--- src/rtl/axi_lite_mem_bridge_pkg.sv ---
// Shared types and response codes for the AXI-lite to Ibex memory-port bridge.
package axi_lite_mem_bridge_pkg;

   typedef enum logic [2:0] {
      IDLE,
      RD_REQ,
      RD_WAIT,
      RD_RESP,
      WR_REQ,
      WR_WAIT,
      WR_RESP
   } state_e;

   localparam logic [1:0] AXI_RESP_OKAY   = 2'b00;
   localparam logic [1:0] AXI_RESP_SLVERR = 2'b10;

endpackage

--- src/rtl/axi_lite_chan_buf.sv ---
// Single-entry holding register for one AXI-lite request channel.
// ready_o is registered and tracks ~full, so it is low in reset and high one cycle later.
module axi_lite_chan_buf #(
   parameter int W = 8
) (
   input  logic         clk_i,
   input  logic         rst_ni,
   input  logic [W-1:0] data_i,
   input  logic         valid_i,
   output logic         ready_o,
   input  logic         clr_i,
   output logic         full_o,
   output logic [W-1:0] data_o
);

   logic         full_q;
   logic         full_d;
   logic         ready_q;
   logic         hs;
   logic [W-1:0] data_q;

   assign hs = valid_i & ready_q;

   // The owner clears only a full entry, and a full entry is never ready, so clear and capture never collide.
   always_comb begin
      full_d = (full_q & ~clr_i) | hs;
   end

   always_ff @(posedge clk_i or negedge rst_ni) begin
      if (!rst_ni) begin
         full_q  <= 1'b0;
         ready_q <= 1'b0;
      end else begin
         full_q  <= full_d;
         ready_q <= ~full_d;
      end
   end

   always_ff @(posedge clk_i) begin
      if (hs) begin
         data_q <= data_i;
      end
   end

   assign ready_o = ready_q;
   assign full_o  = full_q;
   assign data_o  = data_q;

endmodule

--- src/rtl/axi_lite_mem_bridge.sv ---
// AXI-lite subordinate to Ibex-style req/gnt/rvalid memory port, one transaction at a time.
module axi_lite_mem_bridge
   import axi_lite_mem_bridge_pkg::*;
#(
   parameter int AXI_AW = 16,
   parameter int AXI_DW = 32,
   parameter int MEM_AW = 32,
   parameter int MEM_DW = 32
) (
   input  logic                clk_i,
   input  logic                rst_ni,
   input  logic [AXI_AW-1:0]   aw_addr_i,
   input  logic                aw_valid_i,
   output logic                aw_ready_o,
   input  logic [AXI_DW-1:0]   w_data_i,
   input  logic [AXI_DW/8-1:0] w_strb_i,
   input  logic                w_valid_i,
   output logic                w_ready_o,
   output logic [1:0]          b_resp_o,
   output logic                b_valid_o,
   input  logic                b_ready_i,
   input  logic [AXI_AW-1:0]   ar_addr_i,
   input  logic                ar_valid_i,
   output logic                ar_ready_o,
   output logic [AXI_DW-1:0]   r_data_o,
   output logic [1:0]          r_resp_o,
   output logic                r_valid_o,
   input  logic                r_ready_i,
   output logic                req_o,
   input  logic                gnt_i,
   input  logic                rvalid_i,
   output logic                we_o,
   output logic [3:0]          be_o,
   output logic [MEM_AW-1:0]   addr_o,
   output logic [MEM_DW-1:0]   wdata_o,
   input  logic [MEM_DW-1:0]   rdata_i,
   input  logic                err_i
);

   state_e                state_q, state_d;
   logic                  last_wr_q;
   logic                  aw_full, w_full, ar_full;
   logic                  clr_wr, clr_rd;
   logic [AXI_AW-1:0]     aw_addr_q, ar_addr_q;
   logic [AXI_DW-1:0]     w_data_q;
   logic [AXI_DW/8-1:0]   w_strb_q;
   logic [1:0]            b_resp_q, r_resp_q;
   logic [AXI_DW-1:0]     r_data_q;
   logic                  wr_elig, rd_elig;

   axi_lite_chan_buf #(.W(AXI_AW)) u_aw_buf (
      .clk_i   (clk_i),
      .rst_ni  (rst_ni),
      .data_i  (aw_addr_i),
      .valid_i (aw_valid_i),
      .ready_o (aw_ready_o),
      .clr_i   (clr_wr),
      .full_o  (aw_full),
      .data_o  (aw_addr_q)
   );

   axi_lite_chan_buf #(.W(AXI_DW + AXI_DW/8)) u_w_buf (
      .clk_i   (clk_i),
      .rst_ni  (rst_ni),
      .data_i  ({w_strb_i, w_data_i}),
      .valid_i (w_valid_i),
      .ready_o (w_ready_o),
      .clr_i   (clr_wr),
      .full_o  (w_full),
      .data_o  ({w_strb_q, w_data_q})
   );

   axi_lite_chan_buf #(.W(AXI_AW)) u_ar_buf (
      .clk_i   (clk_i),
      .rst_ni  (rst_ni),
      .data_i  (ar_addr_i),
      .valid_i (ar_valid_i),
      .ready_o (ar_ready_o),
      .clr_i   (clr_rd),
      .full_o  (ar_full),
      .data_o  (ar_addr_q)
   );

   assign wr_elig = aw_full & w_full;
   assign rd_elig = ar_full;

   always_ff @(posedge clk_i or negedge rst_ni) begin
      if (!rst_ni) begin
         state_q   <= IDLE;
         last_wr_q <= 1'b0;
      end else begin
         state_q <= state_d;
         if (state_q == IDLE && state_d == WR_REQ) last_wr_q <= 1'b1;
         if (state_q == IDLE && state_d == RD_REQ) last_wr_q <= 1'b0;
      end
   end

   // On a tie the direction not served last goes first, so neither side can starve the other.
   always_comb begin
      state_d = state_q;
      unique case (state_q)
         IDLE: begin
            if (wr_elig && (!rd_elig || !last_wr_q)) state_d = WR_REQ;
            else if (rd_elig)                         state_d = RD_REQ;
         end
         WR_REQ:  if (gnt_i)     state_d = WR_WAIT;
         WR_WAIT: if (rvalid_i)  state_d = WR_RESP;
         WR_RESP: if (b_ready_i) state_d = IDLE;
         RD_REQ:  if (gnt_i)     state_d = RD_WAIT;
         RD_WAIT: if (rvalid_i)  state_d = RD_RESP;
         RD_RESP: if (r_ready_i) state_d = IDLE;
         default:                state_d = IDLE;
      endcase
   end

   always_comb begin
      req_o     = 1'b0;
      we_o      = 1'b0;
      be_o      = 4'h0;
      addr_o    = '0;
      wdata_o   = '0;
      b_valid_o = 1'b0;
      r_valid_o = 1'b0;
      clr_wr    = 1'b0;
      clr_rd    = 1'b0;
      unique case (state_q)
         WR_REQ: begin
            req_o   = 1'b1;
            we_o    = 1'b1;
            be_o    = 4'(w_strb_q);
            addr_o  = MEM_AW'(aw_addr_q);
            wdata_o = MEM_DW'(w_data_q);
            clr_wr  = gnt_i;
         end
         RD_REQ: begin
            req_o  = 1'b1;
            be_o   = 4'hF;
            addr_o = MEM_AW'(ar_addr_q);
            clr_rd = gnt_i;
         end
         WR_RESP: b_valid_o = 1'b1;
         RD_RESP: r_valid_o = 1'b1;
         default: ;
      endcase
   end

   // rvalid_i outside the WAIT states is not ours and is dropped.
   always_ff @(posedge clk_i or negedge rst_ni) begin
      if (!rst_ni) begin
         b_resp_q <= AXI_RESP_OKAY;
         r_resp_q <= AXI_RESP_OKAY;
         r_data_q <= '0;
      end else begin
         if (state_q == WR_WAIT && rvalid_i) begin
            b_resp_q <= err_i ? AXI_RESP_SLVERR : AXI_RESP_OKAY;
         end
         if (state_q == RD_WAIT && rvalid_i) begin
            r_data_q <= AXI_DW'(rdata_i);
            r_resp_q <= err_i ? AXI_RESP_SLVERR : AXI_RESP_OKAY;
         end
      end
   end

   assign b_resp_o = b_resp_q;
   assign r_resp_o = r_resp_q;
   assign r_data_o = r_data_q;

endmodule

--- config.mk ---
export PLATFORM = sky130hd
export DESIGN_NAME = axi_lite_mem_bridge
export DESIGN_NICKNAME = d
export VERILOG_FILES = /design/src/rtl/axi_lite_mem_bridge_pkg.sv /design/src/rtl/axi_lite_chan_buf.sv /design/src/rtl/axi_lite_mem_bridge.sv
export SDC_FILE = /design/constraint.sdc
export NUM_CORES = 1
export LEC_CHECK = 0
export ABC_AREA = 1
export BUFFER_PORTS_ARGS = -buffer_cell sky130_fd_sc_hd__buf_2
export CAP_MARGIN = 20
export CORE_ASPECT_RATIO = 0.75
export CORE_MARGIN = 2
export CORE_UTILIZATION = 43
export CTS_BUF_LIST = sky130_fd_sc_hd__clkbuf_2
export CTS_CLUSTER_SIZE = 30
export DETAILED_ROUTE_END_ITERATION = 12
export PLACE_DENSITY = 0.79
export SLEW_MARGIN = 20
export SYNTH_ARGS = -nofsm -noshare
export SYNTH_HDL_FRONTEND = slang
export SYNTH_SLANG_ARGS = --single-unit
--- constraint.sdc ---
create_clock -name clk_i -period 1.55 [get_ports clk_i]
set_input_delay 0.155 -clock clk_i [delete_from_list [all_inputs] [get_ports clk_i]]
set_output_delay 0.155 -clock clk_i [all_outputs]
set_load 0.005 [all_outputs]
=== After elaboration in Yosys (flattened, before gate mapping) ===
Index checks and enable logic that the tools add are counted.

* Register bits: 114
* Bits of input ports: 110
* Output and inout port bits: 111
* Word-level logic and storage cells: 69

* Equal/unequal tests: 8
* Muxes and demuxes: 21
* Bitwise logic cells: 15
* Reduce and logical (&&, ||, !) cells: 11

{| class="wikitable"
|+ Operator list
! kind !! count
|-
| 2-to-1 mux 32 bit || 1
|-
| one-hot mux 16 bit (2 select lines) || 1
|-
| 2-to-1 mux 3 bit || 8
|-
| one-hot mux 3 bit (7 select lines) || 1
|-
| equality test 3 bit, second input constant || 4
|-
| 2-to-1 mux 1 bit || 8
|-
| one-hot mux 4 bit (2 select lines) || 1
|-
| AND 1 bit || 7
|-
| equality test 3 x 1 -> 1 bit, second input constant || 2
|-
| equality test 3 x 2 -> 1 bit, second input constant || 2
|-
| logical AND 1 bit || 5
|-
| NOT 1 bit || 5
|-
| logical NOT 3 bit || 1
|-
| OR 1 bit || 3
|-
| logical NOT 1 bit || 2
|-
| 2-to-1 mux 2 bit || 1
|-
| nonzero test 2 bit || 1
|-
| OR reduction 2 bit || 1
|-
| logical OR 1 bit || 1
|}

=== Logic depth before layout (Yosys ltp) ===
* Depth after elaboration: 9
* Mapped depth: 7
* Depth with buffers taken out: 6

=== Modules after synthesis ===
Synthesis repeated with hierarchy kept, for this count alone.

* Cell total of the unflattened synthesis: 435
* Area, all modules: 4903.5 sq um

{| class="wikitable"
|+ By module, submodules not included
! module !! instances !! cells an instance !! area each (sq um) !! seq. area each (sq um)
|-
| axi_lite_mem_bridge || 1 || 343 || 2625.0 || 950.9
|-
| axi_lite_chan_buf (u_w_buf) || 1 || 44 || 1159.9 || 1131.1
|-
| axi_lite_chan_buf (u_ar_buf ...) || 2 || 24 || 559.3 || 530.5
|}

=== Worst setup path before layout ===
OpenSTA, ideal clock, no wires.

* Kind: flip-flop to flip-flop
* Start: register u_w_buf.ready_q (netlist: u_w_buf.ready_o)
* End: register u_w_buf.data_q[0] (netlist: u_w_buf.data_o[0]), enable pin
* Library setup time: 391 ps
* Data arrival time: 1115 ps
* Required time: 1159 ps
* Setup slack: 44 ps
* Cell stages (with the launch flop): 3
* Buffers on the path: 0
* Clock period less this slack: 1506 ps
* Cell sequence: dfrtp_1 nand2_1 inv_1

* Cells in the longest elaborated chain, start to end: 1

{| class="wikitable"
|+ Ends and longest elaborated chain
! what !! RTL line !! text
|-
| start: declaration || axi_lite_chan_buf.sv:18 || <nowiki>logic ready_q;</nowiki>
|-
| start signal: assignment || axi_lite_chan_buf.sv:35 || <nowiki>ready_q <= ~full_d;</nowiki>
|-
| AND 1 bit || axi_lite_chan_buf.sv:22 || <nowiki>assign hs = valid_i & ready_q;</nowiki>
|-
| via u_w_buf.hs || axi_lite_chan_buf.sv:19 || <nowiki>logic hs;</nowiki>
|-
| end signal: assignment || axi_lite_chan_buf.sv:41 || <nowiki>data_q <= data_i;</nowiki>
|-
| end: declaration || axi_lite_chan_buf.sv:20 || <nowiki>logic [W-1:0] data_q;</nowiki>
|}

The timed path passes the listed nets, and every way through them passes these cells.
A chain may end at the register's enable or synchronous reset.

=== Worst setup path in the final report ===
* Start: register state_q[0]
* End: output wdata_o[23]

* Cells in the longest elaborated chain, start to end: 2

{| class="wikitable"
|+ Ends and longest elaborated chain
! what !! RTL line !! text
|-
| start: declaration || axi_lite_mem_bridge.sv:40 || <nowiki>state_e state_q, state_d;</nowiki>
|-
| start signal: assignment || axi_lite_mem_bridge.sv:92 || <nowiki>state_q <= state_d;</nowiki>
|-
| equality test 3 bit || axi_lite_mem_bridge.sv:126 || <nowiki>unique case (state_q)</nowiki>
|-
| 2-to-1 mux 32 bit || axi_lite_mem_bridge.sv:126 ||
|-
| end: declaration || axi_lite_mem_bridge.sv:35 || <nowiki>output logic [MEM_DW-1:0] wdata_o,</nowiki>
|}

No other way between the ends.

==> metrics.txt <==
Final Skew=0.0344 ns; setup ws final=-0.436 ns; vias in the first global route=4,166; R2R Path Start=state_q[2]; drt drc=0; RSZ-0062 raised after global routing=yes; WP data required=1.39 ns; initial antenna violation count=0; r2r setup slk=0.09 ns; total power=9880 uW; CP Buf/Inv Count=2; Synth Register Bits=112; via count=4,160; Startpoint Class=register; routed len/inst=15.5 um; vias per cell=4.65; final setup fails=56; FMAX=504 MHz; die area=11,300 um2; H-tree depth=3; Yosys warnings=0; IO Pins=221; worst hold-check path type=in -> reg; final WL=13.8 mm; CP arrival=1.83 ns; Worst Reg-to-Reg Cells=7; fin crit share=1.28; Mapped Cells=427; GPL Wtd Cong=0.777; First DRT Iteration DRCs=268; Chip Height=92.4 um; TritonCTS buffer count=9; CP Max Fanout=33; ant diodes=0; worst-margin pin slew=0.565 ns; Worst setup EP type=output port; Worst IR Drop VDD=0.765 mV; CP cell instances=nor2_4 -> nand2_4 -> buf_12 -> nor2_1 -> buf_2; share of layout cells above drive strength 1=0.353; normalized max-slew margin=0.622; clock sink count=112; Die W=122 um; reg2reg end=r_data_o[10]; PD cells=1390 nW/um2; Root Driver=clkbuf_2; failing checks=setup timing; post-route ant nets=0; Area growth, synth to finish=58.2%; outcome=finished, violations left; worst skew pair latency=0.59 ns; Initial Utilization=0.439; origin of the worst setup path=state_q[0]; number of iterations in the first detailed-routing pass=5; Bufs on Longest Clock Path=2; CTS tree=built; Buffers on Ports=202; stages on the worst setup path=5; Syn Std Cell Area=4480 um2; core box area=10,200 um2; Fin. Hold Viols=0; Place WS=0.137 ns; nets@finish=864; count of cell types in the netlist=16; first-pass GRT wire length=20.4 mm; clk slew on worst S/H paths=0.30 ns; Largest delay share family, worst path=flip-flops; CP max stage delay=0.51 ns; sequential-to-total area share from yosys stat=0.701; Critical Path End=wdata_o[23]; critical path class=reg -> out; min Tclk post-route=1.99 ns; Syn Area/Cell=10.5 um2; GRT Total Usage=0.237; Worst Hold Path Cells=5; Rows=32; max cap viols=0; Crit-path slowest cell=dfrtp_2; global route total overflow=0; Leak Pwr=0.00370 uW; pin count of the biggest net entering global routing=37; detailed placement HPWL=7.64 mm; final slew viol count=0
worst min-delay path by stage:
stage	from	to	slack (ns)
after floorplan	rst_ni	b_resp_o[1]	-0.14
after global placement	rst_ni	r_data_o[16]	0.14
after detailed placement	rst_ni	r_data_o[21]	0.16
after CTS	ar_valid_i	u_ar_buf.ready_o	0.02
after global routing	ar_valid_i	u_ar_buf.ready_o	0.05
final	ar_valid_i	u_ar_buf.ready_o	0.07
state kept, by name, indices dropped and copies added (netlist names):
name              cells
b_resp_o              1
last_wr_q             1
r_data_o             32
r_resp_o              1
state_q               3
u_ar_buf.data_o      16
u_ar_buf.full_o       1
u_ar_buf.ready_o      1
u_aw_buf.data_o      16
u_aw_buf.full_o       1
u_aw_buf.ready_o      1
u_w_buf.data_o       36
u_w_buf.full_o        1
u_w_buf.ready_o       1
cells by family (layout without fill, tap and decap cells):
family / count (synthesis) / count (layout) / share of synthesized area
DFF: 112 / 112 / 0.701
buffers and inverters: 82 / 397 / 0.0922
AOI/OAI and AO/OA: 6 / 6 / 0.00670
and+or+nand+nor: 226 / 226 / 0.199
other: 1 / 18 / 0.000837
synth_stat cells, drive strengths merged:
cell type / instances / share of area
nand2: 155 / 0.13
edfxtp: 68 / 0.46
inv: 49 / 0.041
nor2: 45 / 0.039
dfrtp: 44 / 0.25
buf: 33 / 0.051
nand3: 25 / 0.029
a21oi: 3 / 0.0034
o21ai: 3 / 0.0034
conb: 1 / 0.00084
nor3: 1 / 0.0011
cell usage in the layout (no fill, tap or decap):
cell	netlist	layout
buf_2	12	201
nand2_1	155	140
dlygate4sd3_1	0	111
edfxtp_1	68	68
inv_1	47	47
dfrtp_1	44	41
nor2_1	43	35
nand3_1	24	24
conb_1	1	18
nand2_2	0	11
clkbuf_2	0	11
nor2_2	2	8
buf_4	18	8
buf_12	0	5
nand2_4	0	4
inv_2	2	3
a21oi_1	3	3
buf_8	0	3
dfrtp_2	0	3
nor2_4	0	2
o21ai_0	3	2
inv_6	0	2
clkbuf_16	0	2
buf_6	3	2
inv_8	0	1
nor3_1	1	1
nand3_2	1	1
o21ai_1	0	1
bufinv_16	0	1
area by class of cell:
| cell class | instances | area [um2] |
|---|---|---|
| repair buffers | 332 | 2390 |
| clock inverters | 5 | 55.1 |
| flip-flops and latches | 112 | 3150 |
| multi-input cells | 250 | 1080 |
| clock buffers | 11 | 55.1 |
| inverters | 49 | 191 |
| fillers | 682 | 3120 |
| well taps | 136 | 170 |
power by group:
group	internal, uW	switching, uW	total [uW]
sequential	4020	459	4480
clock	391	915	1310
combinational	1860	2230	4090
metrics by stage:
step,instances,TNS (ns),hold slack (ns),util,area [um2]
finish,895,-20.05,0.0650,0.694,7090
global route,895,-26.94,0.0467,0.694,7090
CTS,893,-19.98,0.0217,0.681,6960
detailed placement,760,0,0.165,0.553,5640
global placement,760,0,0.143,0.553,5640
floorplan,444,0,-0.141,-,4540
layer usage:
metal	up-vias	share of wire	wire length, um	track usage
met5	-	0	0	0
met4	0	0.038	528	0.104
met3	50	0.087	1200	0.0634
met2	250	0.49	6830	0.413
met1	1916	0.38	5280	0.273
li1	1944	-	-	-
timing repair:
action                                  4_1_cts  5_1_grt
resized for setup                            12       39
hold buffers                                111        0
endpoints found under the hold margin       160        0
endpoints found under the setup margin       56       56
gates cloned                                  1        3
buffers inserted                              5        1
pin swaps                                     1        4
tightest hold or removal path: cells and delay by family:
kind            cells  cell delay (ns)
buf+inv             3             0.36
simple gates        1             0.04
compound gates      1             0.10
Power figures use the tool's default switching activity.
